File: src/rtl/draw_seq_pkg.sv
// Shared types and constants for the VGA draw sequencer.
// Holds the FSM state encoding, the 3-bit colour type, named colours and
// the default watchdog timeout (one full 160x120 scan plus slack).
package draw_seq_pkg;

   typedef enum logic [2:0] {
      IDLE     = 3'd0,
      CLR_RUN  = 3'd1,
      DRAW_RUN = 3'd2,
      FLUSH    = 3'd3,
      ERR      = 3'd4
   } state_t;

   typedef logic [2:0] color_t;

   localparam color_t BLACK   = 3'b000;
   localparam color_t BLUE    = 3'b001;
   localparam color_t GREEN   = 3'b010;
   localparam color_t CYAN    = 3'b011;
   localparam color_t RED     = 3'b100;
   localparam color_t MAGENTA = 3'b101;
   localparam color_t YELLOW  = 3'b110;
   localparam color_t WHITE   = 3'b111;

   localparam int unsigned DEFAULT_TIMEOUT = 160 * 120 + 16;

   // True while a scan is actively plotting pixels.
   function automatic logic is_run(input state_t s);
      return (s == CLR_RUN) || (s == DRAW_RUN);
   endfunction

endpackage

File: src/rtl/draw_seq_wdog.sv
// Scan watchdog counter for draw_sequencer.
// Cleared on each grant, counts RUN cycles, and flags the RUN cycle in
// which the TIMEOUT-th pixel is being plotted. Only instantiated when
// DRAW_SEQ_WATCHDOG_EN is defined.
module draw_seq_wdog
   import draw_seq_pkg::*;
#(
   parameter int unsigned TIMEOUT = DEFAULT_TIMEOUT
) (
   input  logic clk,
   input  logic reset,
   input  logic clear,
   input  logic inc,
   output logic expire
);

   localparam int CNT_W = $clog2(TIMEOUT + 1);
   localparam logic [CNT_W-1:0] LAST = CNT_W'(TIMEOUT - 1);

   logic [CNT_W-1:0] cnt;

   // Count completed RUN cycles since the most recent grant.
   always_ff @(posedge clk or negedge reset) begin
      if (!reset) begin
         cnt <= '0;
      end else if (clear) begin
         cnt <= '0;
      end else if (inc) begin
         cnt <= cnt + 1'b1;
      end
   end

   // This RUN cycle is the TIMEOUT-th one; the FSM decides whether f saves it.
   assign expire = inc && (cnt == LAST);

endmodule

File: src/rtl/draw_sequencer.sv
// Controller for the VGA drawing datapath.
// Arbitrates clear (fixed priority) against draw requests, runs one scan,
// flushes for a cycle while acknowledging, then returns to IDLE.
// Outputs are decoded purely from state and registered data (Moore).
// Optional scan watchdog: define DRAW_SEQ_WATCHDOG_EN.
module draw_sequencer
   import draw_seq_pkg::*;
#(
   parameter int unsigned TIMEOUT   = DEFAULT_TIMEOUT,
   parameter color_t      CLR_COLOR = BLACK
) (
   input  logic       clk,
   input  logic       reset,
   input  logic       clr_req,
   input  logic       draw_req,
   input  logic [2:0] draw_color,
   input  logic       f,
   output logic       en_counter,
   output logic       s_color,
   output logic [2:0] pix_color,
   output logic       plot,
   output logic       clr_ack,
   output logic       draw_ack,
   output logic       busy,
   output logic       err
);

   state_t state;
   state_t state_nxt;
   color_t color_q;
   logic   scan_clr_q;
   logic   running;
   logic   grant_clr;
   logic   grant_draw;
   logic   wd_expire;

   assign running    = is_run(state);
   assign grant_clr  = (state == IDLE) && clr_req;
   assign grant_draw = (state == IDLE) && !clr_req && draw_req;

`ifdef DRAW_SEQ_WATCHDOG_EN
   draw_seq_wdog #(
      .TIMEOUT (TIMEOUT)
   ) u_wdog (
      .clk    (clk),
      .reset  (reset),
      .clear  (grant_clr || grant_draw),
      .inc    (running),
      .expire (wd_expire)
   );
`else
   logic unused_timeout;
   assign unused_timeout = (TIMEOUT == 0);
   assign wd_expire      = 1'b0;
`endif

   // State register; reset drops straight back to IDLE with no ack.
   always_ff @(posedge clk or negedge reset) begin
      if (!reset) begin
         state <= IDLE;
      end else begin
         state <= state_nxt;
      end
   end

   // Latch which scan was granted and its colour so mid-scan input changes are ignored.
   always_ff @(posedge clk or negedge reset) begin
      if (!reset) begin
         color_q    <= BLACK;
         scan_clr_q <= 1'b0;
      end else if (grant_clr) begin
         scan_clr_q <= 1'b1;
      end else if (grant_draw) begin
         scan_clr_q <= 1'b0;
         color_q    <= draw_color;
      end
   end

   // Next-state selection and Moore output decode.
   always_comb begin
      state_nxt  = state;
      en_counter = 1'b0;
      s_color    = 1'b0;
      pix_color  = BLACK;
      plot       = 1'b0;
      clr_ack    = 1'b0;
      draw_ack   = 1'b0;
      busy       = (state != IDLE);
      err        = 1'b0;
      case (state)
         IDLE: begin
            if (clr_req) begin
               state_nxt = CLR_RUN;
            end else if (draw_req) begin
               state_nxt = DRAW_RUN;
            end
         end
         CLR_RUN: begin
            en_counter = 1'b1;
            plot       = 1'b1;
            pix_color  = CLR_COLOR;
            // f wins over a simultaneous timeout: the last pixel completes normally.
            if (f) begin
               state_nxt = FLUSH;
            end else if (wd_expire) begin
               state_nxt = ERR;
            end
         end
         DRAW_RUN: begin
            en_counter = 1'b1;
            plot       = 1'b1;
            s_color    = 1'b1;
            pix_color  = color_q;
            if (f) begin
               state_nxt = FLUSH;
            end else if (wd_expire) begin
               state_nxt = ERR;
            end
         end
         FLUSH: begin
            clr_ack   = scan_clr_q;
            draw_ack  = !scan_clr_q;
            state_nxt = IDLE;
         end
         ERR: begin
            err       = 1'b1;
            state_nxt = ERR;
         end
         default: begin
            state_nxt = IDLE;
         end
      endcase
   end

endmodule
File: config.mk
export PLATFORM = sky130hd
export DESIGN_NAME = draw_sequencer
export DESIGN_NICKNAME = d
export VERILOG_FILES = /design/src/rtl/draw_seq_pkg.sv /design/src/rtl/draw_seq_wdog.sv /design/src/rtl/draw_sequencer.sv
export SDC_FILE = /design/constraint.sdc
export NUM_CORES = 1
export LEC_CHECK = 0
export ABC_AREA = 1
export BUFFER_PORTS_ARGS = -buffer_cell sky130_fd_sc_hd__clkbuf_2
export CORE_AREA = 2 2 39 41
export CTS_CLUSTER_SIZE = 10
export DETAILED_ROUTE_END_ITERATION = 8
export DIE_AREA = 0 0 41 43
export PLACE_DENSITY = 0.61
export SLEW_MARGIN = 20
export SYNTH_ARGS = -nofsm -noshare
export SYNTH_HDL_FRONTEND = slang
export SYNTH_SLANG_ARGS = --single-unit
export TNS_END_PERCENT = 100
File: constraint.sdc
create_clock -name clk -period 1.35 [get_ports clk]
set_clock_uncertainty 0.15 [all_clocks]
set_input_delay 0.27 -clock clk [delete_from_list [all_inputs] [get_ports clk]]
set_output_delay 0.27 -clock clk [all_outputs]
set_load 0.05 [all_outputs]
==> results of run 1 <==
[path summary, 6_finish.rpt]
kind | endpoint | cells after the start
min in group asynchronous | color_q[2]$_DFFE_PN0P_ | 2
max | pix_color[0] | 4
min reg2reg | color_q[1]$_DFFE_PN0P_ | 2
max in group asynchronous | state[1]$_DFFE_PN0P_ | 2
min | color_q[1]$_DFFE_PN0P_ | 3
max reg2reg | color_q[0]$_DFFE_PN0P_ | 8
[layer usage]
metal | GRT usage (%) | wire length, um
met2 | 26.3 | 646
met5 | 0 | 0
met3 | 9.95 | 53
met1 | 18.0 | 447
met4 | 7.33 | 29
[layout make-up]
type	count	area, sq um
fill	107	508
timing repair buffer	32	322
multi-input combinational	34	277
sequential	7	179
inverter	12	51.3
clock buffer	3	22.5
tap	16	20.0
clock inverter	1	5.00
[power groups by stage]
stage | clock network (W) | registers (W) | logic, W
after CTS | 0.000194 | 0.000374 | 0.00171
final | 0.000191 | 0.000398 | 0.00187
after floorplan | 0 | 0.000378 | 0.00101
after global routing | 0.000215 | 0.000412 | 0.00198
after detailed placement | 0 | 0.000372 | 0.00134
after global placement | 0 | 0.000367 | 0.00133
[stage by stage]
| stage | power (W) | utilization (%) | hold WS [ns] |
|---|---|---|---|
| finish | 0.00246 | 63.3 | 0.0746 |
| global route | 0.00261 | 63.3 | 0.0757 |
| CTS | 0.00228 | 59.5 | 0.0828 |
| global placement | 0.00170 | 46.9 | -0.0373 |
| detailed placement | 0.00171 | 46.9 | -0.0393 |
| floorplan | 0.00138 | - | -0.176 |
[registers in the layout, summed over array words and instances (netlist names)]
name,cells
color_q,3
state,3
scan_clr_q,1
[critical path: stages (launching register included)]
cell and delay [ns]:
dfrtp_2 0.46, nor3_4 0.20, inv_2 0.10, nor2_4 0.10
buf_8 0.15
[synthesized netlist by cell type (all sizes together)]
cell type  number  area, sq um
inv            12         45.1
nand2          10         40.0
nor2            8         45.0
dfrtp           7          175
nand3           6         40.0
o21ai           4         20.0
nand4           3         18.8
nor3            3         20.0
buf             1         7.51
[cell families after synthesis]
logic type	count (synthesis)	synth area share, %
simple gates	30	39.8
buf+inv	13	12.8
flops	7	42.6
compound gates	4	4.86
[cells in the final DEF (no fill, tap or decap), types with 3 or more instances in the layout]
| master | count |
|---|---|
| nand3_1 | 3 |
| nand4_1 | 3 |
| clkbuf_2 | 7 |
| buf_4 | 11 |
| clkbuf_4 | 3 |
| inv_2 | 3 |
| nand2_1 | 6 |
| inv_1 | 7 |
| dfrtp_1 | 4 |
| buf_6 | 3 |
| nor3_4 | 3 |
| nor2_4 | 6 |
| dfrtp_2 | 3 |
| o21ai_1 | 3 |
| buf_8 | 9 |
[repair_timing]
item | in CTS | in global routing
pin swaps | 5 | 8
gates resized for setup | 29 | 20
buffers inserted | 3 | 1
endpoints found under the hold margin | 7 | 0
setup endpoints to repair | 15 | 16
hold buffers | 1 | 0
==> flow_summary.json, run 1 <==
{
  "synth_cells": 54,
  "synth-seq-area-share_pct": 42.6,
  "violations": "negative setup slack",
  "clk_path_buf_depth": 2,
  "grt_pass1_vias": 469,
  "antenna_left": 0,
  "die_area_sq_um": 1760,
  "ir_drop_v": 0.00114,
  "core_area_sq_um": 1380,
  "arrival_ns": 1.26,
  "finalWorstSetupSlack_ns": -0.332,
  "required_ns": 0.93,
  "startpoint_type": "flip-flop",
  "grt_antenna_before_repair": 0,
  "viasPerCell": 4.55,
  "design_area_sq_um": 876,
  "p_per_area_nw_per_um2": 2810,
  "synth_nets": 62,
  "maxCapViolations": 0,
  "cts.clk_slew.worst_paths_ns": 0.06,
  "nNetsFinal": 98,
  "p_clk_share_pct": 7.7,
  "max_clock_freq_ghz": 0.595,
  "ctsHtreeMaxLevel": 1,
  "hpwlAfterDp_um": 806,
  "finalWirelength_mm": 1.18,
  "r2r_slack_ns": -0.28,
  "grt-ovfl-total": 0,
  "hold_path_class": "input pin to flip-flop",
  "rsz0062_at_grt": "true",
  "placedCellCount": 97,
  "p_leak_nw": 0.418,
  "numCtsBuffers": 3,
  "grt_start_max_net_pins": 8,
  "wire_per_inst_um": 11.2,
  "synth_cell_type_count": 14,
  "finalHoldViolations": 0,
  "cp-startpoint": "state[0]$_DFFE_PN0P_",
  "vias": 478,
  "yosys_warnings": 0,
  "r2r_start": "state[0]$_DFFE_PN0P_",
  "io_buffers": 17,
  "drive_above_1_share_pct": 67.4,
  "cell_internal_pwr_w": 0.00123,
  "timing.final.crit_share_pct": 125,
  "antenna_cells": 0,
  "grt_pass1_wl_mm": 1.94,
  "p_seq_share_pct": 16.2,
  "slew_viol_final": 0,
  "worst_pin_slew_ns": 0.216,
  "cts_root_buffer": "clkbuf_4",
  "syn_avg_cell_area_sq_um": 7.62,
  "clock_latency_ns": 0.26,
  "swShare_pct": 49.9,
  "io_pins": 18,
  "power_frac_comb_pct": 76.1,
  "gp_congestion": 0.813,
  "initial_core_util_pct": 29.7,
  "outcome": "finished with violations",
  "critPathKind": "flip-flop to output port",
  "area_delta_synth_final_pct": 113,
  "drt-initial-drc-count": 10,
  "synth_area_sq_um": 412,
  "hp-start": "draw_color[1]",
  "final_cells": 105,
  "grt_use_total_pct": 17.1,
  "place_ws_ns": -0.189,
  "setup_tns_ns": -4.17,
  "die_w_um": 41,
  "end_kind": "output port",
  "tritoncts": "built",
  "rows": 14,
  "dpl_cell_area_sq_um": 649,
  "finalSetupViolations": 16,
  "dieHeight_um": 43,
  "drc_errors": 0,
  "crit_fanout": 4,
  "p_sw_w": 0.00123,
  "clock_sinks": 7,
  "dr.pass1.iters": 4,
  "synth_seq_cells": 7,
  "fin_crit_ns": 1.68,
  "slew_headroom_pct": 85.6
}
Power figures use the tool's default switching activity.
==> inputs of run 2 (changes only) <==
--- a/config.mk
+++ b/config.mk
@@ -11,6 +11,7 @@
 export CTS_CLUSTER_SIZE = 10
 export DETAILED_ROUTE_END_ITERATION = 8
 export DIE_AREA = 0 0 41 43
+export MAX_ROUTING_LAYER = met4
 export PLACE_DENSITY = 0.61
 export SLEW_MARGIN = 20
 export SYNTH_ARGS = -nofsm -noshare
==> run 2 against run 1 <==
The flow still finishes with violations (negative setup slack); via count is the same; final cell count is the same; clock power is essentially flat; count of clock-buffer cells in the layout is the same; power is essentially flat; final area is the same; register-to-register slack is essentially flat; worst setup slack is essentially flat; maximum frequency is essentially flat; core utilization is the same; sequential power is essentially flat; largest cell class unchanged; highest routed layer unchanged.
==> flow_summary.json, run 2 (synthesis gave the netlist of run 1 again) <==
{
  "startpoint_type": "flip-flop",
  "critPathKind": "flip-flop to output port",
  "holdPathStages": 3,
  "clk_path_buf_depth": 2,
  "p_leak_nw": 0.418,
  "io_pins": 18,
  "initial_core_util_pct": 29.7,
  "holdPathEnd": "color_q[1]$_DFFE_PN0P_",
  "nNetsFinal": 98,
  "fin_crit_ns": 1.68,
  "cts.clk_slew.worst_paths_ns": 0.06,
  "layout_commonest_cell": "buf_4",
  "seq_area_sq_um": 179,
  "clock_latency_ns": 0.26,
  "worst_pin_slew_ns": 0.216,
  "largestRegisters": "color_q x3, state x3, scan_clr_q x1",
  "finalHoldViolations": 0,
  "finalWirelength_mm": 1.18,
  "required_ns": 0.93,
  "core_area_sq_um": 1380,
  "vias": 478,
  "end_kind": "output port",
  "clock_sinks": 7,
  "drive_above_1_share_pct": 67.4,
  "finalWorstSetupSlack_ns": -0.332,
  "wire_per_inst_um": 11.2,
  "final_util_pct": 63.3,
  "arrival_ns": 1.26,
  "die_area_sq_um": 1760,
  "dieHeight_um": 43,
  "dr.pass1.iters": 4,
  "grt_use_total_pct": 17.5,
  "grt_pass1_wl_mm": 1.93,
  "slew_headroom_pct": 85.6,
  "outcome": "finished with violations",
  "max_clock_freq_ghz": 0.595,
  "p_per_area_nw_per_um2": 2810,
  "viasPerCell": 4.55,
  "hpwlAfterDp_um": 806,
  "cp-startpoint": "state[0]$_DFFE_PN0P_",
  "design_area_sq_um": 876,
  "placedCellCount": 97,
  "slew_viol_final": 0,
  "dpl_cell_area_sq_um": 649,
  "hp-start": "draw_color[1]",
  "final_cells": 105,
  "finalSetupViolations": 16,
  "grt_antenna_before_repair": 0,
  "antenna_left": 0,
  "layout_common_cells": "buf_4, buf_8, inv_1, clkbuf_2",
  "grt_pass1_vias": 471,
  "place_ws_ns": -0.189,
  "r2r_slack_ns": -0.28,
  "cts_root_buffer": "clkbuf_4",
  "tritoncts": "built",
  "ctsHtreeMaxLevel": 1,
  "grt_start_max_net_pins": 8,
  "fillers": 107,
  "rr_worst_depth": 8,
  "r2r_start": "state[0]$_DFFE_PN0P_",
  "ir_drop_v": 0.00114,
  "area_delta_synth_final_pct": 113,
  "grt-ovfl-total": 0,
  "die_w_um": 41,
  "maxCapViolations": 0,
  "reg2reg_to": "color_q[0]$_DFFE_PN0P_",
  "numCtsBuffers": 3,
  "gp_congestion": 0.825,
  "violations": "negative setup slack",
  "io_buffers": 17,
  "antenna_cells": 0,
  "drt-initial-drc-count": 12,
  "rows": 14,
  "timing.final.crit_share_pct": 125,
  "drc_errors": 0,
  "crit_fanout": 4,
  "hold_path_class": "input pin to flip-flop",
  "rsz0062_at_grt": "true",
  "multiInputGateArea_sq_um": 277
}
-- run 2: where the power goes --
part / leakage, nW / internal (W) / switching (W) / total, W
registers: 0.0807 / 0.000307 / 0.0000916 / 0.000398
clock network: 0.0177 / 0.000108 / 0.0000823 / 0.000191
logic: 0.320 / 0.000820 / 0.00105 / 0.00187
-- run 2: final cells by class --
class / instances / share of cell area (%)
clock buffers: 3 / 2.57
well taps: 16 / 2.29
inverters: 12 / 5.86
repair buffers: 32 / 36.7
flip-flops and latches: 7 / 20.4
multi-input cells: 34 / 31.6
clock inverters: 1 / 0.571
-- run 2: repair_timing --
item                                   4_1_cts  5_1_grt
gates resized for setup                     29       20
setup endpoints to repair                   15       16
pin swaps                                    5        8
setup buffers                                3        1
hold buffers                                 1        0
endpoints found under the hold margin        7        0
gates cloned                                 0        0
-- run 2: layer usage --
layer / vias up / wire length, um / track usage (%)
met2: 10 / 646 / 26.3
met1: 224 / 447 / 18.0
met4: 0 / 29 / 7.33
li1: 240 / - / -
met5: - / 0 / -
met3: 4 / 53 / 9.95
-- run 2: stage by stage --
stage | hold slack [ns] | setup TNS (ns) | power, W
after floorplan | -0.176 | -2.48 | 0.00138
after global placement | -0.0373 | -1.25 | 0.00170
after detailed placement | -0.0393 | -1.32 | 0.00171
after CTS | 0.0828 | -3.95 | 0.00228
after global routing | 0.0757 | -5.19 | 0.00261
final | 0.0746 | -4.17 | 0.00246
-- run 2: worst max path at each step --
stage,end,cells past startpoint
2_1_floorplan,pix_color[0],4
3_3_place_gp,pix_color[0],5
3_5_place_dp,en_counter,4
4_1_cts,pix_color[1],4
5_1_grt,pix_color[2],4
6_report,pix_color[0],4
-- run 2: worst max-delay path, cell delays in order, from the launching register on --
cell     delay [ns]
dfrtp_2        0.46
nor3_4         0.20
inv_2          0.10
nor2_4         0.10
buf_8          0.15
==> inputs of run 3 (changes only) <==
--- a/config.mk
+++ b/config.mk
@@ -13,6 +13,7 @@
 export DIE_AREA = 0 0 41 43
 export MAX_ROUTING_LAYER = met4
 export PLACE_DENSITY = 0.61
+export SETUP_SLACK_MARGIN = 0.05
 export SLEW_MARGIN = 20
 export SYNTH_ARGS = -nofsm -noshare
 export SYNTH_HDL_FRONTEND = slang
==> run 3 against run 2 <==
The flow still finishes with violations (negative setup slack); sequential share of layout area fell by 2.6 points; sequential power barely moved; final area increased by 14%; non-clock buffer count rose by 5; core utilization up 8.9 points; register-to-register slack better by 0.08 ns; count of clock-buffer cells in the layout grew 1; hold slack improved by 0.016 ns; combinational power is 21% higher; first-iteration DRC count decreased by 75%; routed wire length is 37% higher; global-route usage increased by 3.4 points; critical endpoint is now s_color; largest cell class unchanged.
==> flow_summary.json, run 3 (synthesis gave the netlist of run 1 again) <==
{
  "hpwlAfterDp_um": 798,
  "grt_pass1_vias": 540,
  "hold_path_class": "input pin to flip-flop",
  "gp_congestion": 0.798,
  "hp-start": "draw_color[1]",
  "grt_start_max_net_pins": 8,
  "place_ws_ns": -0.197,
  "nNetsFinal": 103,
  "required_ns": 0.93,
  "drive_above_1_share_pct": 69.1,
  "ir_drop_v": 0.00129,
  "slew_headroom_pct": 85.5,
  "max_clock_freq_ghz": 0.566,
  "finalSetupViolations": 16,
  "fin_crit_ns": 1.77,
  "area_delta_synth_final_pct": 143,
  "holdPathStages": 3,
  "io_buffers": 17,
  "design_area_sq_um": 998,
  "worst_pin_slew_ns": 0.216,
  "final_cells": 110,
  "tritoncts": "built",
  "clock_latency_ns": 0.25,
  "rsz0062_at_grt": "true",
  "layout_common_cells": "buf_4, buf_6, buf_8",
  "rr_worst_depth": 9,
  "viasPerCell": 4.78,
  "holdPathEnd": "color_q[1]$_DFFE_PN0P_",
  "final_util_pct": 72.2,
  "finalWorstSetupSlack_ns": -0.418,
  "rows": 14,
  "antenna_left": 0,
  "drt-initial-drc-count": 3,
  "timing.final.crit_share_pct": 131,
  "grt_pass1_wl_mm": 2.36,
  "finalHoldViolations": 0,
  "grt_antenna_before_repair": 0,
  "r2r_start": "state[1]$_DFFE_PN0P_",
  "dpl_cell_area_sq_um": 649,
  "numCtsBuffers": 3,
  "r2r_slack_ns": -0.20,
  "dieHeight_um": 43,
  "fin_worst_hold_slack_ns": 0.0902,
  "drc_errors": 0,
  "antenna_cells": 0,
  "dr.pass1.iters": 4,
  "cts_root_buffer": "clkbuf_4",
  "core_area_sq_um": 1380,
  "clock_sinks": 7,
  "p_leak_nw": 0.461,
  "reg2reg_to": "state[0]$_DFFE_PN0P_",
  "wire_per_inst_um": 14.7,
  "die_w_um": 41,
  "io_pins": 18,
  "arrival_ns": 1.35,
  "initial_core_util_pct": 29.7,
  "crit_fanout": 3,
  "startpoint_type": "flip-flop",
  "cts.clk_slew.worst_paths_ns": 0.05,
  "maxCapViolations": 0,
  "placedCellCount": 97,
  "finalWirelength_mm": 1.61,
  "largestRegisters": "color_q x3, state x3, scan_clr_q x1",
  "die_area_sq_um": 1760,
  "grt-ovfl-total": 0,
  "grt_use_total_pct": 20.9,
  "p_per_area_nw_per_um2": 2850,
  "outcome": "finished with violations",
  "clk_path_buf_depth": 2,
  "ctsHtreeMaxLevel": 1,
  "slew_viol_final": 0,
  "vias": 526,
  "violations": "negative setup slack",
  "end_kind": "output port",
  "critPathKind": "flip-flop to output port"
}
## run 3: how the worst max path moves through the flow
stage	startpoint	endpoint	slack, ns	depth (start not counted)
global route	state[1]$_DFFE_PN0P_	s_color	-0.49	5
detailed placement	state[2]$_DFFE_PN0P_	pix_color[0]	-0.20	4
finish	state[1]$_DFFE_PN0P_	s_color	-0.42	5
global placement	state[2]$_DFFE_PN0P_	pix_color[0]	-0.19	4
CTS	state[1]$_DFFE_PN0P_	pix_color[1]	-0.38	5
floorplan	state[1]$_DFFE_PN0P_	pix_color[0]	-0.54	4
## run 3: repair_timing
action | in CTS | in global routing
pin swaps | 7 | 8
setup endpoints to repair | 16 | 16
gates resized for setup | 44 | 16
setup buffers | 6 | 2
hold buffers | 1 | 0
endpoints found under the hold margin | 7 | 0
## run 3: routing by layer
| metal | up-vias | global-route usage, % | share of wire [%] |
|---|---|---|---|
| met4 | 0 | 11.3 | 5.3 |
| met5 | - | - | 0 |
| met2 | 18 | 29.1 | 51 |
| met3 | 8 | 6.81 | 3.6 |
| li1 | 256 | - | - |
| met1 | 244 | 25.8 | 40 |
## run 3: layout make-up
class                      count  area, sq um
clock buffer                   4         26.3
sequential                     7          178
inverter                      12         51.3
multi-input combinational     34          319
tap                           16         20.0
timing repair buffer          37          404
fill                          91          385
## run 3: stage by stage
stage               total power (W)  TNS [ns]
global route                0.00299     -5.71
floorplan                   0.00138     -2.48
finish                      0.00285     -4.64
CTS                         0.00261     -3.84
detailed placement          0.00173     -1.40
global placement            0.00172     -1.26
## run 3: critical path, stage by stage (launching register included)
cell and delay, ns:
dfrtp_1 0.39, inv_2 0.09, nor3_4 0.24, buf_4 0.15, buf_6 0.09, clkbuf_16 0.15
## run 3: report_power, final
group	switching [W]	total, W	internal, W
Combinational	0.00120	0.00226	0.00106
Clock	0.0000751	0.000188	0.000113
Sequential	0.0000967	0.000400	0.000304
